--- config.mk ---
export PLATFORM = sky130hd
export DESIGN_NAME = pipe_stage_chain_flat
export DESIGN_NICKNAME = d
export VERILOG_FILES = /design/src/rtl/pipe_stage_chain_if.sv /design/src/rtl/pipe_stage_chain.sv /design/src/flat_wrapper.sv
export SDC_FILE = /design/constraint.sdc
export NUM_CORES = 1
export LEC_CHECK = 0
export ABC_AREA = 1
export CAP_MARGIN = 20
export CORE_MARGIN = 2
export CORE_UTILIZATION = 40
export DETAILED_ROUTE_END_ITERATION = 6
export GPL_TIMING_DRIVEN = 0
export PLACE_DENSITY = 0.72
export SLEW_MARGIN = 10
export SYNTH_ARGS = -nofsm -noshare
export SYNTH_HDL_FRONTEND = slang
export SYNTH_SLANG_ARGS = --single-unit
--- constraint.sdc ---
create_clock -name clk -period 28.8 [get_ports clk]
set_input_delay 4.32 -clock clk [delete_from_list [all_inputs] [get_ports clk]]
set_output_delay 4.32 -clock clk [all_outputs]
set_load 0.02 [all_outputs]
--- src/rtl/pipe_stage_chain_if.sv ---
// Fetch-side request (valid/pc/data, ready back) and write-back-side slot view.
interface pipe_stage_chain_if #(
  parameter int DATA_W = 32,
  parameter int PC_W   = 32
);
  logic              in_valid;
  logic [PC_W-1:0]   in_pc;
  logic [DATA_W-1:0] in_data;
  logic              in_ready;
  logic              out_valid;
  logic [PC_W-1:0]   out_pc;
  logic [DATA_W-1:0] out_data;

  modport master (
    output in_valid, in_pc, in_data,
    input  in_ready, out_valid, out_pc, out_data
  );

  modport slave (
    input  in_valid, in_pc, in_data,
    output in_ready, out_valid, out_pc, out_data
  );
endinterface

--- src/rtl/pipe_stage_chain.sv ---
// Generalised PC/payload pipeline register chain with per-slot freeze, bubbles, ranged flush, perf counters.
// Latency STAGES-1 edges to out_*; in_ready = ~hold[0] stalls the fetch side while any slot at or above 0 is frozen.
module pipe_stage_chain #(
  parameter int DATA_W = 32,
  parameter int PC_W   = 32,
  parameter int STAGES = 4,
  parameter int CNT_W  = 16
) (
  input  logic                         clk,
  input  logic                         rst,
  pipe_stage_chain_if.slave            bus,
  input  logic [STAGES-1:0]            freeze,
  input  logic                         flush,
  input  logic [$clog2(STAGES)-1:0]    flush_stage,
  output logic [$clog2(STAGES+1)-1:0]  occupancy,
  output logic [CNT_W-1:0]             retire_cnt,
  output logic [CNT_W-1:0]             bubble_cnt,
  input  logic                         clr_cnt
);
  localparam int FS_W  = $clog2(STAGES);
  localparam int OCC_W = $clog2(STAGES+1);
  localparam logic [FS_W-1:0] FS_MAX = FS_W'(STAGES-2);

  logic [STAGES-1:0] vld_q, vld_d, hold, kill;
  logic [PC_W-1:0]   pc_q  [STAGES];
  logic [PC_W-1:0]   pc_d  [STAGES];
  logic [DATA_W-1:0] dat_q [STAGES];
  logic [DATA_W-1:0] dat_d [STAGES];
  logic [FS_W-1:0]   fs_clamp;
  logic [OCC_W-1:0]  occ_d;
  logic              retire, bubble;

  // A freeze on any older slot also holds every younger slot.
  always_comb begin
    fs_clamp = (flush_stage > FS_MAX) ? FS_MAX : flush_stage;
    for (int i = 0; i < STAGES; i++) begin
      hold[i] = |(freeze >> i);
      kill[i] = flush && (FS_W'(i) <= fs_clamp);
    end
  end

  always_comb begin
    vld_d[0] = vld_q[0];
    pc_d[0]  = pc_q[0];
    dat_d[0] = dat_q[0];
    if (kill[0]) begin
      vld_d[0] = 1'b0;
    end else if (!hold[0]) begin
      vld_d[0] = bus.in_valid;
      pc_d[0]  = bus.in_pc;
      dat_d[0] = bus.in_data;
    end
    for (int i = 1; i < STAGES; i++) begin
      vld_d[i] = vld_q[i];
      pc_d[i]  = pc_q[i];
      dat_d[i] = dat_q[i];
      if (kill[i]) begin
        vld_d[i] = 1'b0;
      end else if (!hold[i]) begin
        // Boundary between a held and a moving slot: inject a bubble, keep stale pc/data.
        if (hold[i-1]) begin
          vld_d[i] = 1'b0;
        end else begin
          vld_d[i] = vld_q[i-1];
          pc_d[i]  = pc_q[i-1];
          dat_d[i] = dat_q[i-1];
        end
      end
    end
  end

  always_comb begin
    occ_d = '0;
    for (int i = 0; i < STAGES; i++) begin
      occ_d = occ_d + OCC_W'(vld_d[i]);
    end
    retire = vld_q[STAGES-1] && !hold[STAGES-1];
    bubble = !hold[STAGES-1] && !vld_d[STAGES-1];
  end

  always_ff @(posedge clk or posedge rst) begin
    if (rst) begin
      vld_q     <= '0;
      occupancy <= '0;
      for (int i = 0; i < STAGES; i++) begin
        pc_q[i]  <= '0;
        dat_q[i] <= '0;
      end
    end else begin
      vld_q     <= vld_d;
      occupancy <= occ_d;
      for (int i = 0; i < STAGES; i++) begin
        pc_q[i]  <= pc_d[i];
        dat_q[i] <= dat_d[i];
      end
    end
  end

  always_ff @(posedge clk or posedge rst) begin
    if (rst) begin
      retire_cnt <= '0;
      bubble_cnt <= '0;
    end else if (clr_cnt) begin
      retire_cnt <= '0;
      bubble_cnt <= '0;
    end else begin
      if (retire && (retire_cnt != '1)) retire_cnt <= retire_cnt + CNT_W'(1);
      if (bubble && (bubble_cnt != '1)) bubble_cnt <= bubble_cnt + CNT_W'(1);
    end
  end

  assign bus.in_ready  = ~hold[0];
  assign bus.out_valid = vld_q[STAGES-1];
  assign bus.out_pc    = pc_q[STAGES-1];
  assign bus.out_data  = dat_q[STAGES-1];
endmodule

--- src/flat_wrapper.sv ---
// flat-port wrapper written by rule: the top's interface ports become plain ports
module pipe_stage_chain_flat 
#(
  parameter int DATA_W = 32,
  parameter int PC_W   = 32,
  parameter int STAGES = 4,
  parameter int CNT_W  = 16
)
  (clk, rst, freeze, flush, flush_stage, occupancy, retire_cnt, bubble_cnt, clr_cnt, bus_in_valid, bus_in_pc, bus_in_data, bus_in_ready, bus_out_valid, bus_out_pc, bus_out_data);
  pipe_stage_chain_if #(.DATA_W(DATA_W), .PC_W(PC_W)) bus_i ();
  input  logic clk;
  input  logic rst;
  input  logic [STAGES-1:0] freeze;
  input  logic flush;
  input  logic [$clog2(STAGES)-1:0] flush_stage;
  output logic [$clog2(STAGES+1)-1:0] occupancy;
  output logic [CNT_W-1:0] retire_cnt;
  output logic [CNT_W-1:0] bubble_cnt;
  input  logic clr_cnt;
  input wire logic [$bits(bus_i.in_valid)-1:0] bus_in_valid;
  input wire logic [$bits(bus_i.in_pc)-1:0] bus_in_pc;
  input wire logic [$bits(bus_i.in_data)-1:0] bus_in_data;
  output wire logic [$bits(bus_i.in_ready)-1:0] bus_in_ready;
  output wire logic [$bits(bus_i.out_valid)-1:0] bus_out_valid;
  output wire logic [$bits(bus_i.out_pc)-1:0] bus_out_pc;
  output wire logic [$bits(bus_i.out_data)-1:0] bus_out_data;
  assign bus_i.in_valid = bus_in_valid;
  assign bus_i.in_pc = bus_in_pc;
  assign bus_i.in_data = bus_in_data;
  assign bus_in_ready = bus_i.in_ready;
  assign bus_out_valid = bus_i.out_valid;
  assign bus_out_pc = bus_i.out_pc;
  assign bus_out_data = bus_i.out_data;
  pipe_stage_chain #(.DATA_W(DATA_W), .PC_W(PC_W), .STAGES(STAGES), .CNT_W(CNT_W)) u_core (.clk(clk), .rst(rst), .bus(bus_i), .freeze(freeze), .flush(flush), .flush_stage(flush_stage), .occupancy(occupancy), .retire_cnt(retire_cnt), .bubble_cnt(bubble_cnt), .clr_cnt(clr_cnt));
endmodule
==> out/metrics.csv <==
stage,metric,value,unit
cts,clock latency on the worst-skew pair,550,ps
cts,CTS tree,built,
layout,fillers,2750,
cts,CTS Root Cell,clkbuf_16,
min_path,hold path start,u_core.pc_q[38]$_DFFE_PP0P_,
global_route,first-pass GRT wire length,45.06,mm
cts,hold buffer count at CTS,0,
min_path,Hold Crit Class,reg -> reg,
place,gpl congestion,0.8765,
cts,Clock transition at path regs,60,ps
place,IO buf count,175,
yosys,Syn. warnings,0,
floorplanning,initial core utilization,40.52,%
cts,clk sinks,295,
timing,FMAX,0.09651,GHz
worst_setup_path,R2R cell count,9,
timing,RSZ-0062 raised after global routing,no,
worst_setup_path,RR Endpoint,u_core.retire_cnt[13]$_DFFE_PP0P_,
cts,post-CTS setup buffers,0,
global_route,vias in the first global route,8960,
timing,final setup vio count,0,
yosys,Post-Synth XOR/XNOR Area,0.7794,%
yosys,sequential share of the synthesized area,59.72,%
yosys,Synth top area share,59.72,%
timing,Final TNS setup,0,ps
timing,Worst-Margin Slew,834.7,ps
cts,CTS Buf Count,31,
yosys,dominant cell type by area after synthesis,dfrtp_1,
global_route,met2 Use GR,29.49,%
min_path,Hold Path Stages,2,
worst_setup_path,reg2reg setup slack,26840,ps
run,maxcap violations,0,
yosys,Synth cell types,29,
global_route,largest net degree at the start of global routing,126,
worst_setup_path,worst path required time,24480,ps
yosys,"FF+latch count, synth",295,
worst_setup_path,CP Capture Type,output port,
floorplanning,I/O Pins,176,
routing,DR vias,9028,
worst_setup_path,Worst EP arrival,6040,ps
place,placed cell area,14670,µm²
cts,CTS H-tree lvls,1,
routing,Remaining DRCs,0,
yosys,Post-Synthesis Cell Area,12360,µm²
power_and_ir_drop,leakage,7.573,nW
routing,post-route ant nets,0,
floorplanning,die width,179.8,µm
routing,Pre-antenna DRT Iters,5,
routing,Via density,4.717,
layout,fin util,51.53,%
cts,post-CTS sizing,0,
layout,Final Instance Area,15720,µm²
power_and_ir_drop,Max VDD drop,0.00004482,V
global_route,total track usage,16.82,%
yosys,adder-cell share of the synthesized area,0.5668,%
yosys,Synth Net Count,1362,
timing,Hold Fails Final Rpt,0,
timing,Relative slew margins,44.35,%
timing,Tmin final,10360,ps
worst_setup_path,RR Startpoint,u_core.retire_cnt[0]$_DFFE_PP0P_,
yosys,Syn Area/Cell,9.643,µm²
timing,final period utilization,35.98,%
layout,# nets final,1572,
floorplanning,die height,179.8,µm
routing,initial detailed-routing violation count,453,
global_route,M1 GR Usage,20.97,%
routing,DR WL/cell,14.25,µm
layout,Syn-to-layout area delta,27.18,%
yosys,largest family of logic cells by synthesized area,simple AND/OR/NAND/NOR gates,
global_route,global route hottest layer,met2,
min_path,hold-critical path endpoint,u_core.bus.out_pc[6]$_DFFE_PP0P_,
yosys,synthesized instance count,1282,
global_route,met3 global-route usage,3.910,%
yosys,Synth Area in Simple Gates,18.04,%
layout,fraction of layout instances using a drive strength above 1,14.70,%
worst_setup_path,WS Path Type,in -> out,
worst_setup_path,Setup crit start kind,primary input,
yosys,Area contributors post-synth,"dfrtp_1 60%, nand2_1 13%, mux2_2 4.7%, buf_4 4.4%, inv_1 3.1%",
worst_setup_path,"Max FO, Critical Path",5,
global_route,initial antenna violation count,4,
power_and_ir_drop,post-layout power,1.171,mW
timing,fin. max-slew vios,0,
status,status,completed,
cts,deepest clock path buffer count,3,
floorplanning,die area,32330,µm²
yosys,multiplexer share of the synthesized area,5.830,%
yosys,Synth Area in Compound Gates,5.719,%
timing,Post-Route Skew,10.55,ps
global_route,grt total ovfl,0,
power_and_ir_drop,power per cell area,74.49,nW/µm²
floorplanning,Core Region,30510,µm²
routing,Total Wirelength,27.27,mm
place,detailed placement HPWL,19.45,mm
floorplanning,Site Rows,64,
## where the power goes
group          internal [mW]  switching [mW]  leakage, nW
clock                  0.239           0.161        0.523
combinational          0.115           0.109         3.32
sequential             0.505          0.0424         3.73
total                  0.859           0.312         7.57
## logic make-up after synthesis
logic type,count (synthesis)
mux,64
xor+xnor,11
flops,295
fa+ha+maj,5
buf+inv,223
compound gates,138
simple gates,546
## synth_stat cells
master / instances
o21bai_1: 5
nand3_1: 27
mux2_1: 12
fa_1: 1
buf_6: 2
buf_2: 27
nand2_2: 1
a21oi_1: 1
nor3_1: 1
nor2_1: 38
nor2_2: 6
clkbuf_1: 16
o21ai_1: 64
dfrtp_1: 295
inv_2: 2
inv_1: 102
or2_1: 1
o21ai_0: 66
nand3b_1: 4
xor2_1: 11
buf_1: 2
mux2_2: 52
nand4_1: 26
ha_1: 4
o31ai_1: 1
nand2_1: 436
buf_4: 72
o22ai_1: 1
nor2_4: 6
## layout by cell type, fill, tap and decap left out, drive strengths merged
cell type,synthesis,final
or2,1,1
nand3b,4,4
nand4,26,26
mux2,64,64
diode,0,1
xor2,11,11
clkinv,0,8
clkbuf,16,62
o22ai,1,1
o21ai,130,130
inv,104,106
nand2,437,437
clkdlybuf4s50,0,175
bufinv,0,2
buf,103,105
nand3,27,27
o21bai,5,5
a21oi,1,1
nor2,50,50
o31ai,1,1
ha,4,4
dfrtp,295,295
nor3,1,1
fa,1,1
## cell type report
cell class | instances | area [µm²] | share of cell area (%)
diodes | 1 | 2.502 | 0.01592
plain buffers | 119 | 765.7 | 4.871
clock buffers | 46 | 922.1 | 5.866
clock inverters | 12 | 125.1 | 0.7959
inverters | 104 | 397.9 | 2.531
multi-input cells | 764 | 3824 | 24.32
flip-flops and latches | 295 | 7382 | 46.96
well taps | 396 | 495.5 | 3.152
repair buffers | 177 | 1807 | 11.49
## worst max-delay path, cell delays in order
cell and delay, ps:
clkdlybuf4s50_1 550, nor2_4 250, nand2_1 170, inv_1 110, clkdlybuf4s50_1 640
## registers in the layout, indices dropped and copies added (netlist names)
| signal | cells |
|---|---|
| u_core.pc_q | 96 |
| u_core.bus.out_data | 32 |
| u_core.retire_cnt | 16 |
| u_core.dat_q | 96 |
| u_core.bus.out_pc | 32 |
| u_core.vld_q | 4 |
| u_core.bubble_cnt | 16 |
| u_core.occupancy | 3 |
## per-stage QoR
stage               cells  hold WS [ps]  worst slack (ps)
finish               1914         466.4             18440
global route         1913         488.0             18350
CTS                  1913         467.3             18410
detailed placement   1855         459.6             18410
global placement     1853         455.8             13120
floorplan            1282         443.1             16330
## worst max path at each step
stage	startpoint	endpoint	cells past startpoint
detailed placement	freeze[3]	bus_in_ready	5
CTS	freeze[3]	bus_in_ready	5
global placement	rst	u_core.dat_q[115]$_DFFE_PP0P_	2
finish	freeze[3]	bus_in_ready	5
global route	freeze[3]	bus_in_ready	5
floorplan	rst	u_core.bubble_cnt[0]$_DFFE_PP0P_	1
## per-layer routing
layer,part of all wire (%),vias up,wire [µm]
met4,2.1,6,565
met5,0.16,-,44
met1,42,4322,11450
met3,6.1,50,1671
met2,50,225,13540
li1,-,4425,-
No activity file was read; power rests on OpenSTA's default activity.
